<file path="config.mk">
export PLATFORM = sky130hd
export DESIGN_NAME = decode_stage_hs
export DESIGN_NICKNAME = d
export VERILOG_FILES = /design/src/rtl/mips_pkg.sv /design/src/rtl/id_regfile.sv /design/src/rtl/decode_stage_hs.sv
export SDC_FILE = /design/constraint.sdc
export NUM_CORES = 2
export LEC_CHECK = 0
export ABC_AREA = 1
export CORE_ASPECT_RATIO = 0.6
export CORE_MARGIN = 5
export CORE_UTILIZATION = 55
export CTS_BUF_LIST = sky130_fd_sc_hd__clkbuf_16
export DETAILED_ROUTE_END_ITERATION = 6
export PLACE_DENSITY_LB_ADDON = 0.2
export RECOVER_POWER = 25
export SYNTH_ARGS = -nofsm -noshare
export SYNTH_HDL_FRONTEND = slang
export SYNTH_HIERARCHICAL = 1
export SYNTH_SLANG_ARGS = --single-unit
</file>
<file path="constraint.sdc">
create_clock -name clk -period 9.1 [get_ports clk]
set_clock_uncertainty 0.1 [all_clocks]
set_input_delay 1.82 -clock clk [delete_from_list [all_inputs] [get_ports clk]]
set_output_delay 1.82 -clock clk [all_outputs]
set_load 0.01 [all_outputs]
</file>
<file path="src/rtl/mips_pkg.sv">
// Shared MIPS decode constants: opcodes, function codes, and the layout of
// the control bundle that travels from ID to EX.
package mips_pkg;

    // Control bundle width and bit positions
    localparam int NB_CTRL        = 14;
    localparam int CTRL_REGWRITE  = 0;
    localparam int CTRL_MEM2REG   = 1;
    localparam int CTRL_MEMREAD   = 2;
    localparam int CTRL_MEMWRITE  = 3;
    localparam int CTRL_IMMEDIATE = 4;
    localparam int CTRL_SIGN      = 5;
    localparam int CTRL_ALUSRC    = 6;   // [7:6]
    localparam int CTRL_ALUOP     = 8;   // [9:8]
    localparam int CTRL_WIDTH     = 10;  // [11:10]
    localparam int CTRL_REGDST    = 12;
    localparam int CTRL_LINK      = 13;

    // Primary opcodes
    localparam logic [5:0] OP_RTYPE = 6'h00;
    localparam logic [5:0] OP_J     = 6'h02;
    localparam logic [5:0] OP_JAL   = 6'h03;
    localparam logic [5:0] OP_BEQ   = 6'h04;
    localparam logic [5:0] OP_BNE   = 6'h05;
    localparam logic [5:0] OP_ADDI  = 6'h08;
    localparam logic [5:0] OP_ADDIU = 6'h09;
    localparam logic [5:0] OP_SLTI  = 6'h0A;
    localparam logic [5:0] OP_SLTIU = 6'h0B;
    localparam logic [5:0] OP_ANDI  = 6'h0C;
    localparam logic [5:0] OP_ORI   = 6'h0D;
    localparam logic [5:0] OP_XORI  = 6'h0E;
    localparam logic [5:0] OP_LUI   = 6'h0F;
    localparam logic [5:0] OP_LB    = 6'h20;
    localparam logic [5:0] OP_LH    = 6'h21;
    localparam logic [5:0] OP_LW    = 6'h23;
    localparam logic [5:0] OP_LBU   = 6'h24;
    localparam logic [5:0] OP_LHU   = 6'h25;
    localparam logic [5:0] OP_SB    = 6'h28;
    localparam logic [5:0] OP_SH    = 6'h29;
    localparam logic [5:0] OP_SW    = 6'h2B;

    // R-type function codes that ID cares about
    localparam logic [5:0] FN_SLL  = 6'h00;
    localparam logic [5:0] FN_SRL  = 6'h02;
    localparam logic [5:0] FN_SRA  = 6'h03;
    localparam logic [5:0] FN_JR   = 6'h08;
    localparam logic [5:0] FN_JALR = 6'h09;

    typedef enum logic [1:0] {
        ALUSRC_REG   = 2'd0,
        ALUSRC_IMM   = 2'd1,
        ALUSRC_SHAMT = 2'd2
    } alusrc_e;

    typedef enum logic [1:0] {
        ALUOP_ADD = 2'd0,
        ALUOP_SUB = 2'd1,
        ALUOP_R   = 2'd2,   // EX looks at func
        ALUOP_IMM = 2'd3    // EX looks at opcode
    } aluop_e;

    typedef enum logic [1:0] {
        W_BYTE = 2'd0,
        W_HALF = 2'd1,
        W_WORD = 2'd3
    } width_e;

    // Load/store opcodes encode access size in their two low bits
    function automatic width_e mem_width(input logic [5:0] op);
        case (op[1:0])
            2'b00:   mem_width = W_BYTE;
            2'b01:   mem_width = W_HALF;
            default: mem_width = W_WORD;
        endcase
    endfunction

endpackage

</file>
<file path="src/rtl/id_regfile.sv">
// 2-read / 1-write register file. x0 is hardwired to zero, and a read of the
// entry being written this cycle returns the incoming write data.
module id_regfile
    import mips_pkg::*;
#(
    parameter int NB_DATA = 32,
    parameter int NB_ADDR = 5
) (
    input  logic               clk,
    input  logic               i_rst_n,
    input  logic               i_we,
    input  logic [NB_ADDR-1:0] i_waddr,
    input  logic [NB_DATA-1:0] i_wdata,
    input  logic [NB_ADDR-1:0] i_raddr_a,
    input  logic [NB_ADDR-1:0] i_raddr_b,
    output logic [NB_DATA-1:0] o_rdata_a,
    output logic [NB_DATA-1:0] o_rdata_b
);

    localparam int NREGS = 2 ** NB_ADDR;

    logic [NB_DATA-1:0] mem_q [0:NREGS-1];

    // Storage: cleared on reset, writes to x0 dropped
    always_ff @(posedge clk or negedge i_rst_n) begin
        if (!i_rst_n) begin
            for (int i = 0; i < NREGS; i++) mem_q[i] <= '0;
        end else if (i_we && i_waddr != '0) begin
            mem_q[i_waddr] <= i_wdata;
        end
    end

    // Read port A with write-through bypass
    always_comb begin
        o_rdata_a = mem_q[i_raddr_a];
        if (i_raddr_a == '0)
            o_rdata_a = '0;
        else if (i_we && i_raddr_a == i_waddr)
            o_rdata_a = i_wdata;
    end

    // Read port B with write-through bypass
    always_comb begin
        o_rdata_b = mem_q[i_raddr_b];
        if (i_raddr_b == '0)
            o_rdata_b = '0;
        else if (i_we && i_raddr_b == i_waddr)
            o_rdata_b = i_wdata;
    end

endmodule

</file>
<file path="src/rtl/decode_stage_hs.sv">
// MIPS instruction-decode stage with valid/ready on both sides. Decodes the
// incoming word, stalls on load-use and branch-operand hazards, resolves
// jumps/branches in ID with a one-cycle redirect, and holds the ID/EX
// register until execute takes it.
module decode_stage_hs
    import mips_pkg::*;
#(
    parameter int NB_DATA  = 32,
    parameter int NB_ADDR  = 5,
    parameter int LINK_REG = 31
) (
    input  logic               clk,
    input  logic               i_rst_n,
    // fetch side
    input  logic               i_valid,
    output logic               o_ready,
    input  logic [NB_DATA-1:0] i_instruction,
    input  logic [NB_DATA-1:0] i_pcounter4,
    input  logic               i_flush,
    // writeback port
    input  logic               i_wb_we,
    input  logic [NB_ADDR-1:0] i_wb_addr,
    input  logic [NB_DATA-1:0] i_wb_data,
    // instruction in EX
    input  logic               i_ex_memRead,
    input  logic               i_ex_regWrite,
    input  logic [NB_ADDR-1:0] i_ex_wr_addr,
    // MEM-stage forward for branch compare
    input  logic               i_mem_regWrite,
    input  logic [NB_ADDR-1:0] i_mem_wr_addr,
    input  logic [NB_DATA-1:0] i_mem_data,
    // execute side
    output logic               o_valid,
    input  logic               i_ready,
    output logic [NB_ADDR-1:0] o_rs,
    output logic [NB_ADDR-1:0] o_rt,
    output logic [NB_ADDR-1:0] o_rd,
    output logic [NB_DATA-1:0] o_reg_DA,
    output logic [NB_DATA-1:0] o_reg_DB,
    output logic [NB_DATA-1:0] o_immediate,
    output logic [5:0]         o_opcode,
    output logic [4:0]         o_shamt,
    output logic [5:0]         o_func,
    output logic [NB_CTRL-1:0] o_ctrl,
    // redirect to fetch
    output logic               o_redirect,
    output logic [NB_DATA-1:0] o_redirect_addr
);

    // Instruction fields
    logic [5:0]         op, fn;
    logic [NB_ADDR-1:0] rs, rt, rd_fld;
    assign op     = i_instruction[31:26];
    assign fn     = i_instruction[5:0];
    assign rs     = i_instruction[25:21];
    assign rt     = i_instruction[20:16];
    assign rd_fld = i_instruction[15:11];

    logic [NB_DATA-1:0] rf_a, rf_b;

    id_regfile #(.NB_DATA(NB_DATA), .NB_ADDR(NB_ADDR)) u_rf (
        .clk       (clk),
        .i_rst_n   (i_rst_n),
        .i_we      (i_wb_we),
        .i_waddr   (i_wb_addr),
        .i_wdata   (i_wb_data),
        .i_raddr_a (rs),
        .i_raddr_b (rt),
        .o_rdata_a (rf_a),
        .o_rdata_b (rf_b)
    );

    logic [NB_CTRL-1:0] ctrl_d;
    logic reads_rs, reads_rt, is_branch, is_jr, is_j, is_link;

    // Control decode; unknown opcodes fall through as an all-zero bundle
    always_comb begin
        ctrl_d    = '0;
        reads_rs  = 1'b1;
        reads_rt  = 1'b0;
        is_branch = 1'b0;
        is_jr     = 1'b0;
        is_j      = 1'b0;
        is_link   = 1'b0;
        case (op)
            OP_RTYPE: begin
                if (fn == FN_JR) begin
                    is_jr = 1'b1;
                end else if (fn == FN_JALR) begin
                    is_jr   = 1'b1;
                    is_link = 1'b1;
                    ctrl_d[CTRL_REGWRITE] = 1'b1;
                    ctrl_d[CTRL_REGDST]   = 1'b1;
                    ctrl_d[CTRL_LINK]     = 1'b1;
                end else begin
                    reads_rt = 1'b1;
                    ctrl_d[CTRL_REGWRITE]   = 1'b1;
                    ctrl_d[CTRL_REGDST]     = 1'b1;
                    ctrl_d[CTRL_ALUOP +: 2] = ALUOP_R;
                    if (fn == FN_SLL || fn == FN_SRL || fn == FN_SRA)
                        ctrl_d[CTRL_ALUSRC +: 2] = ALUSRC_SHAMT;
                end
            end
            OP_J: begin
                is_j     = 1'b1;
                reads_rs = 1'b0;
            end
            OP_JAL: begin
                is_j     = 1'b1;
                is_link  = 1'b1;
                reads_rs = 1'b0;
                ctrl_d[CTRL_REGWRITE] = 1'b1;
                ctrl_d[CTRL_LINK]     = 1'b1;
            end
            OP_BEQ, OP_BNE: begin
                is_branch = 1'b1;
                reads_rt  = 1'b1;
                ctrl_d[CTRL_SIGN]       = 1'b1;
                ctrl_d[CTRL_ALUOP +: 2] = ALUOP_SUB;
            end
            OP_ADDI, OP_ADDIU, OP_SLTI, OP_SLTIU,
            OP_ANDI, OP_ORI, OP_XORI, OP_LUI: begin
                ctrl_d[CTRL_REGWRITE]    = 1'b1;
                ctrl_d[CTRL_IMMEDIATE]   = 1'b1;
                ctrl_d[CTRL_ALUSRC +: 2] = ALUSRC_IMM;
                ctrl_d[CTRL_ALUOP +: 2]  = ALUOP_IMM;
                // logical ops and LUI take a zero-extended immediate
                ctrl_d[CTRL_SIGN]        = (op[5:2] == 4'b0010);
            end
            OP_LB, OP_LH, OP_LW, OP_LBU, OP_LHU: begin
                ctrl_d[CTRL_REGWRITE]    = 1'b1;
                ctrl_d[CTRL_MEM2REG]     = 1'b1;
                ctrl_d[CTRL_MEMREAD]     = 1'b1;
                ctrl_d[CTRL_IMMEDIATE]   = 1'b1;
                ctrl_d[CTRL_SIGN]        = 1'b1;
                ctrl_d[CTRL_ALUSRC +: 2] = ALUSRC_IMM;
                ctrl_d[CTRL_WIDTH +: 2]  = mem_width(op);
            end
            OP_SB, OP_SH, OP_SW: begin
                reads_rt = 1'b1;
                ctrl_d[CTRL_MEMWRITE]    = 1'b1;
                ctrl_d[CTRL_IMMEDIATE]   = 1'b1;
                ctrl_d[CTRL_SIGN]        = 1'b1;
                ctrl_d[CTRL_ALUSRC +: 2] = ALUSRC_IMM;
                ctrl_d[CTRL_WIDTH +: 2]  = mem_width(op);
            end
            default: ;
        endcase
    end

    logic [NB_DATA-1:0] imm_sext, imm_zext, cmp_a, cmp_b, redir_addr_d;
    logic               hazard, taken, redir_req, accept, valid_q;

    assign imm_sext = {{(NB_DATA-16){i_instruction[15]}}, i_instruction[15:0]};
    assign imm_zext = {{(NB_DATA-16){1'b0}}, i_instruction[15:0]};

    // Hazard detection, branch operand forwarding and redirect target
    always_comb begin
        logic ex_hit_rs, ex_hit_rt, load_use, br_haz;
        ex_hit_rs = (i_ex_wr_addr != '0) && (i_ex_wr_addr == rs) && reads_rs;
        ex_hit_rt = (i_ex_wr_addr != '0) && (i_ex_wr_addr == rt);
        load_use  = i_ex_memRead && (ex_hit_rs || (reads_rt && ex_hit_rt));
        // branches and register jumps consume operands in ID, so any EX
        // producer of those registers must retire first
        br_haz    = i_ex_regWrite &&
                    ((is_branch && (ex_hit_rs || ex_hit_rt)) || (is_jr && ex_hit_rs));
        hazard    = load_use || br_haz;

        cmp_a = rf_a;
        cmp_b = rf_b;
        if (i_mem_regWrite && i_mem_wr_addr != '0 && i_mem_wr_addr == rs) cmp_a = i_mem_data;
        if (i_mem_regWrite && i_mem_wr_addr != '0 && i_mem_wr_addr == rt) cmp_b = i_mem_data;

        taken     = (op == OP_BEQ) ? (cmp_a == cmp_b) : (cmp_a != cmp_b);
        redir_req = is_j || is_jr || (is_branch && taken);

        if (is_j)
            redir_addr_d = {i_pcounter4[NB_DATA-1:28], i_instruction[25:0], 2'b00};
        else if (is_jr)
            redir_addr_d = cmp_a;
        else
            redir_addr_d = i_pcounter4 + {imm_sext[NB_DATA-3:0], 2'b00};
    end

    assign o_ready         = !i_flush && (!valid_q || i_ready) && !hazard;
    assign accept          = i_valid && o_ready;
    assign o_redirect      = accept && redir_req;
    assign o_redirect_addr = redir_addr_d;
    assign o_valid         = valid_q;

    // ID/EX register: valid tracks the handshake, payload loads only on accept
    always_ff @(posedge clk or negedge i_rst_n) begin
        if (!i_rst_n) begin
            valid_q     <= 1'b0;
            o_rs        <= '0;
            o_rt        <= '0;
            o_rd        <= '0;
            o_reg_DA    <= '0;
            o_reg_DB    <= '0;
            o_immediate <= '0;
            o_opcode    <= '0;
            o_shamt     <= '0;
            o_func      <= '0;
            o_ctrl      <= '0;
        end else begin
            if (i_flush)
                valid_q <= 1'b0;
            else if (accept)
                valid_q <= 1'b1;
            else if (valid_q && i_ready)
                valid_q <= 1'b0;

            if (accept) begin
                o_rs        <= rs;
                o_rt        <= rt;
                o_rd        <= (op == OP_JAL) ? NB_ADDR'(LINK_REG) : rd_fld;
                o_reg_DA    <= is_link ? i_pcounter4 : rf_a;
                o_reg_DB    <= is_link ? '0 : rf_b;
                o_immediate <= ctrl_d[CTRL_SIGN] ? imm_sext : imm_zext;
                o_opcode    <= op;
                o_shamt     <= i_instruction[10:6];
                o_func      <= fn;
                o_ctrl      <= ctrl_d;
            end
        end
    end

endmodule

</file>
==> key figures <==
Outcome
  – Outcome: finished, violations left
  – Failing checks: design-rule violations, max-capacitance violations, max-slew violations

GRT
  – Vias in the first global route: 67.6k
  – Total gr overflow: 0
  – Largest net degree at the start of global routing: 163
  – Antenna violations before repair: 13
  – Total GRT Usage: 42.3%
  – Wire length of the first global-routing pass: 431 mm

Power and ir drop
  – Clock power share: 30.8%
  – Lkg Pwr: 0.0386 uW
  – Combinational share of power: 26.2%
  – Pwr per Cell Area: 200 nW/um^2
  – Switch share: 35.0%
  – VDD IR max: 168 uV
  – Int Pwr: 9940 uW
  – Reg power frac: 42.9%
  – Switching power total: 5360 uW

Placed design
  – Dpl ws: 1.11 ns
  – Hpwl dp: 177 mm
  – IO Port Bufs: 328
  – GPL Wtd Cong: 1.02

Timing
  – PnR worst setup slack: 0.764 ns
  – Tmin final: 8.34 ns
  – Fin. max-slew vios: 341
  – Unrepaired setup endpoints after global routing: no
  – Peak Freq: 120 MHz
  – Least-Margin Pin Slew: 5.07 ns
  – Final number of setup-violating endpoints: 0
  – Max transition margin: -238%
  – Total negative slack: 0 ns
  – Crit share post-route: 91.6%
  – Hold Violations, Final: 0

Routing
  – Via-per-instance ratio: 6.16
  – Via count: 73.8k
  – Routed WL: 289 mm
  – Drt wl/cell: 24.2 microns
  – Detail Route Antenna Nets: 0
  – DRT iter0 DRCs: 11.9k
  – Remaining DRCs: 9
  – DRT Pass-1 Iters: 7

Logic synthesis
  – Syn nets: 10.6k
  – Post-synth EDFFs: 0
  – Mapped Cells: 10.4k
  – Main combinational cell family by area after synthesis: simple AND/OR/NAND/NOR gates
  – Post-synth ARST share: 100%
  – Post-synthesis adder-cell area fraction: 0.555%
  – Count of cell types in the netlist: 49
  – Simple-Gate Fraction of Synth Area: 33.2%
  – Post-synthesis compound-gate area fraction: 13.6%
  – Mean post-synth cell area: 6.64 sq um
  – Yosys warning count: 6
  – Syn Std Cell Area: 69000 sq um
  – Yosys top cell area share: 41.3%
  – Synth area leader: dfrtp_1
  – Synthesized flop and latch total: 1140
  – Sequential-to-total area share from yosys stat: 41.3%
  – Multiplexer share of the synthesized area: 0%
  – Post-synthesis xor/xnor area fraction: 0.228%
  – Main flop type after synthesis: dfrtp_1
  – Top cells by area, synth: dfrtp_1, nand2_1, nand3_1

Cells and area
  – Nets: 10.4k
  – Area growth from synthesis to layout: 10.8%
  – Share of layout cells above drive strength 1: 4.30%
  – Filler Cells Inserted: 11.4k

Clock tree
  – Post-CTS Setup Bufs: 0
  – CTS resizes: 0
  – Clk slew on worst S/H paths: 0.07 ns
  – Post-CTS Hold Buffers: 0
  – Root Driver: clkbuf_16
  – H-tree levels: 3
  – CTS Buffer Depth: 3
  – Clk_lat worst skew: 0.77 ns
  – Num Clock Sinks: 1140
  – CTS tree: done
  – Num CTS Buffers: 112

Setup path
  – Crit Path Category: in2out
  – CP max FO: 4
  – Required time of the worst setup path: 7.18 ns
  – Worst endpoint data arrival time: 6.42 ns
  – CP Capture Type: output pin
  – Startpoint types: input pin

Worst hold path
  – HP Class: reg2reg

Floorplan
  – Die W: 467 microns
  – Die height: 284 microns
  – Row cnt: 100
  – Starting density of the core: 55.5%
  – CORE AREA: 124000 sq um
  – I/O pin count: 329
  – Die area: 133000 sq um

Run
  – Max-Cap Viols: 4
-- final timing paths --
kind                                   from                   to  slack (ns)  depth (start not counted)
max in group asynchronous           i_rst_n      u_rf/mem_q[331]        1.49                          2
min in group asynchronous           i_rst_n      u_rf/mem_q[504]        2.79                          1
setup / recovery           i_instruction[0]  o_redirect_addr[28]        0.76                         16
hold / removal             u_rf/mem_q[1017]     u_rf/mem_q[1017]        0.28                          0
hold reg to reg            u_rf/mem_q[1017]     u_rf/mem_q[1017]        0.28                          0
setup reg to reg                    o_valid              o_rd[0]        6.03                          9
-- logic make-up (layout without fill, tap and decap cells) --
kind of cell,after synthesis,after routing
AND/OR/NAND/NOR,5490,5490
other,0,8
XOR/XNOR,18,18
buffers and inverters,1977,1852
AO/OA/AOI/OAI,1747,1747
adder cells (fa/ha/maj),30,30
flip-flops,1140,1140
-- state kept, by name (all words and copies together), names as in the netlist --
name / count
o_immediate: 17
o_reg_DB: 32
o_rt: 5
o_opcode: 6
o_rd: 5
o_valid: 1
o_ctrl: 13
o_reg_DA: 32
u_rf/mem_q: 1024
o_rs: 5
-- final cells by class --
class                      count  area, sq um  area share [%]
antenna                        8         20.0          0.0262
clock buffer                 113         2830            3.70
clock inverter                94          739           0.967
inverter                    1151         4360            5.69
multi-input combinational   7285        33000            43.2
sequential                  1140        28500            37.3
tap                         1683         2110            2.75
timing repair buffer         494         4880            6.38
-- placed cells by master (no fill, tap or decap), drive strengths merged, types with 19 or more instances in the layout --
cell type / netlist / layout
nand4: 45 / 45
nand2: 3540 / 3540
or2: 40 / 40
buf: 197 / 173
o21ai: 1341 / 1341
a21oi: 161 / 161
ha: 29 / 29
nand3: 1534 / 1534
nor3: 19 / 19
inv: 1134 / 1167
clkbuf: 629 / 117
clkdlybuf4s50: 0 / 317
nor2: 303 / 303
clkinv: 17 / 62
o211ai: 191 / 191
dfrtp: 1140 / 1140
-- cells in the mapped netlist (all sizes together) (2+ instances only) --
| cell | n |
|---|---|
| nand2 | 3540 |
| nand3 | 1534 |
| o21ai | 1341 |
| dfrtp | 1140 |
| inv | 1134 |
| clkbuf | 629 |
| nor2 | 303 |
| buf | 197 |
| o211ai | 191 |
| a21oi | 161 |
| nand4 | 45 |
| or2 | 40 |
| ha | 29 |
| nor3 | 19 |
| clkinv | 17 |
| o221ai | 17 |
| o22ai | 11 |
| xor2 | 10 |
| xnor2 | 8 |
| nor4 | 7 |
| a21o | 4 |
| a2bb2oi | 4 |
| o21a | 4 |
| a21boi | 2 |
| a22oi | 2 |
| o21bai | 2 |
-- per-stage QoR --
step	cells	util, %	hold slack (ns)	total power, uW	cell area [sq um]
4_1_cts	12000	61.5	0.279	15200	76500
3_5_place_dp	11800	58.7	0.266	10500	72900
6_report	12000	61.5	0.278	15300	76500
2_1_floorplan	10400	-	0.329	9030	69000
3_3_place_gp	11800	58.7	0.265	10400	72900
5_1_grt	12000	61.5	0.286	16100	76500
-- routing by layer --
metal  share of wire, %  global-route usage, %  up-vias
li1                   -                      -    32800
met1                 40                   60.2    34500
met2                 39                   57.4     5452
met3                 14                   12.8     1042
met4                6.2                   22.7        6
met5              0.013                      0        -
-- power groups by stage --
stage	clock network, uW	registers (uW)	logic [uW]
after floorplan	0	6520	2510
after global placement	0	6600	3780
after detailed placement	0	6630	3900
after CTS	4740	6550	3920
after global routing	4950	6670	4470
final	4720	6570	4020
-- worst max-delay path: stages --
cell	delay, ns
clkdlybuf4s50_1	0.63
ha_1	0.32
fa_1	0.26
a21oi_1	0.08
nor2_1	0.09
nor2_1	0.07
o21ai_0	0.52
a31oi_1	0.37
o21ai_0	0.68
nand3_1	0.14
nand2_1	0.28
a21oi_1	0.15
nand2_1	0.08
nand2_1	0.05
o21bai_1	0.26
clkdlybuf4s50_1	0.60
Note: power is estimated with default switching activity, not from simulation.
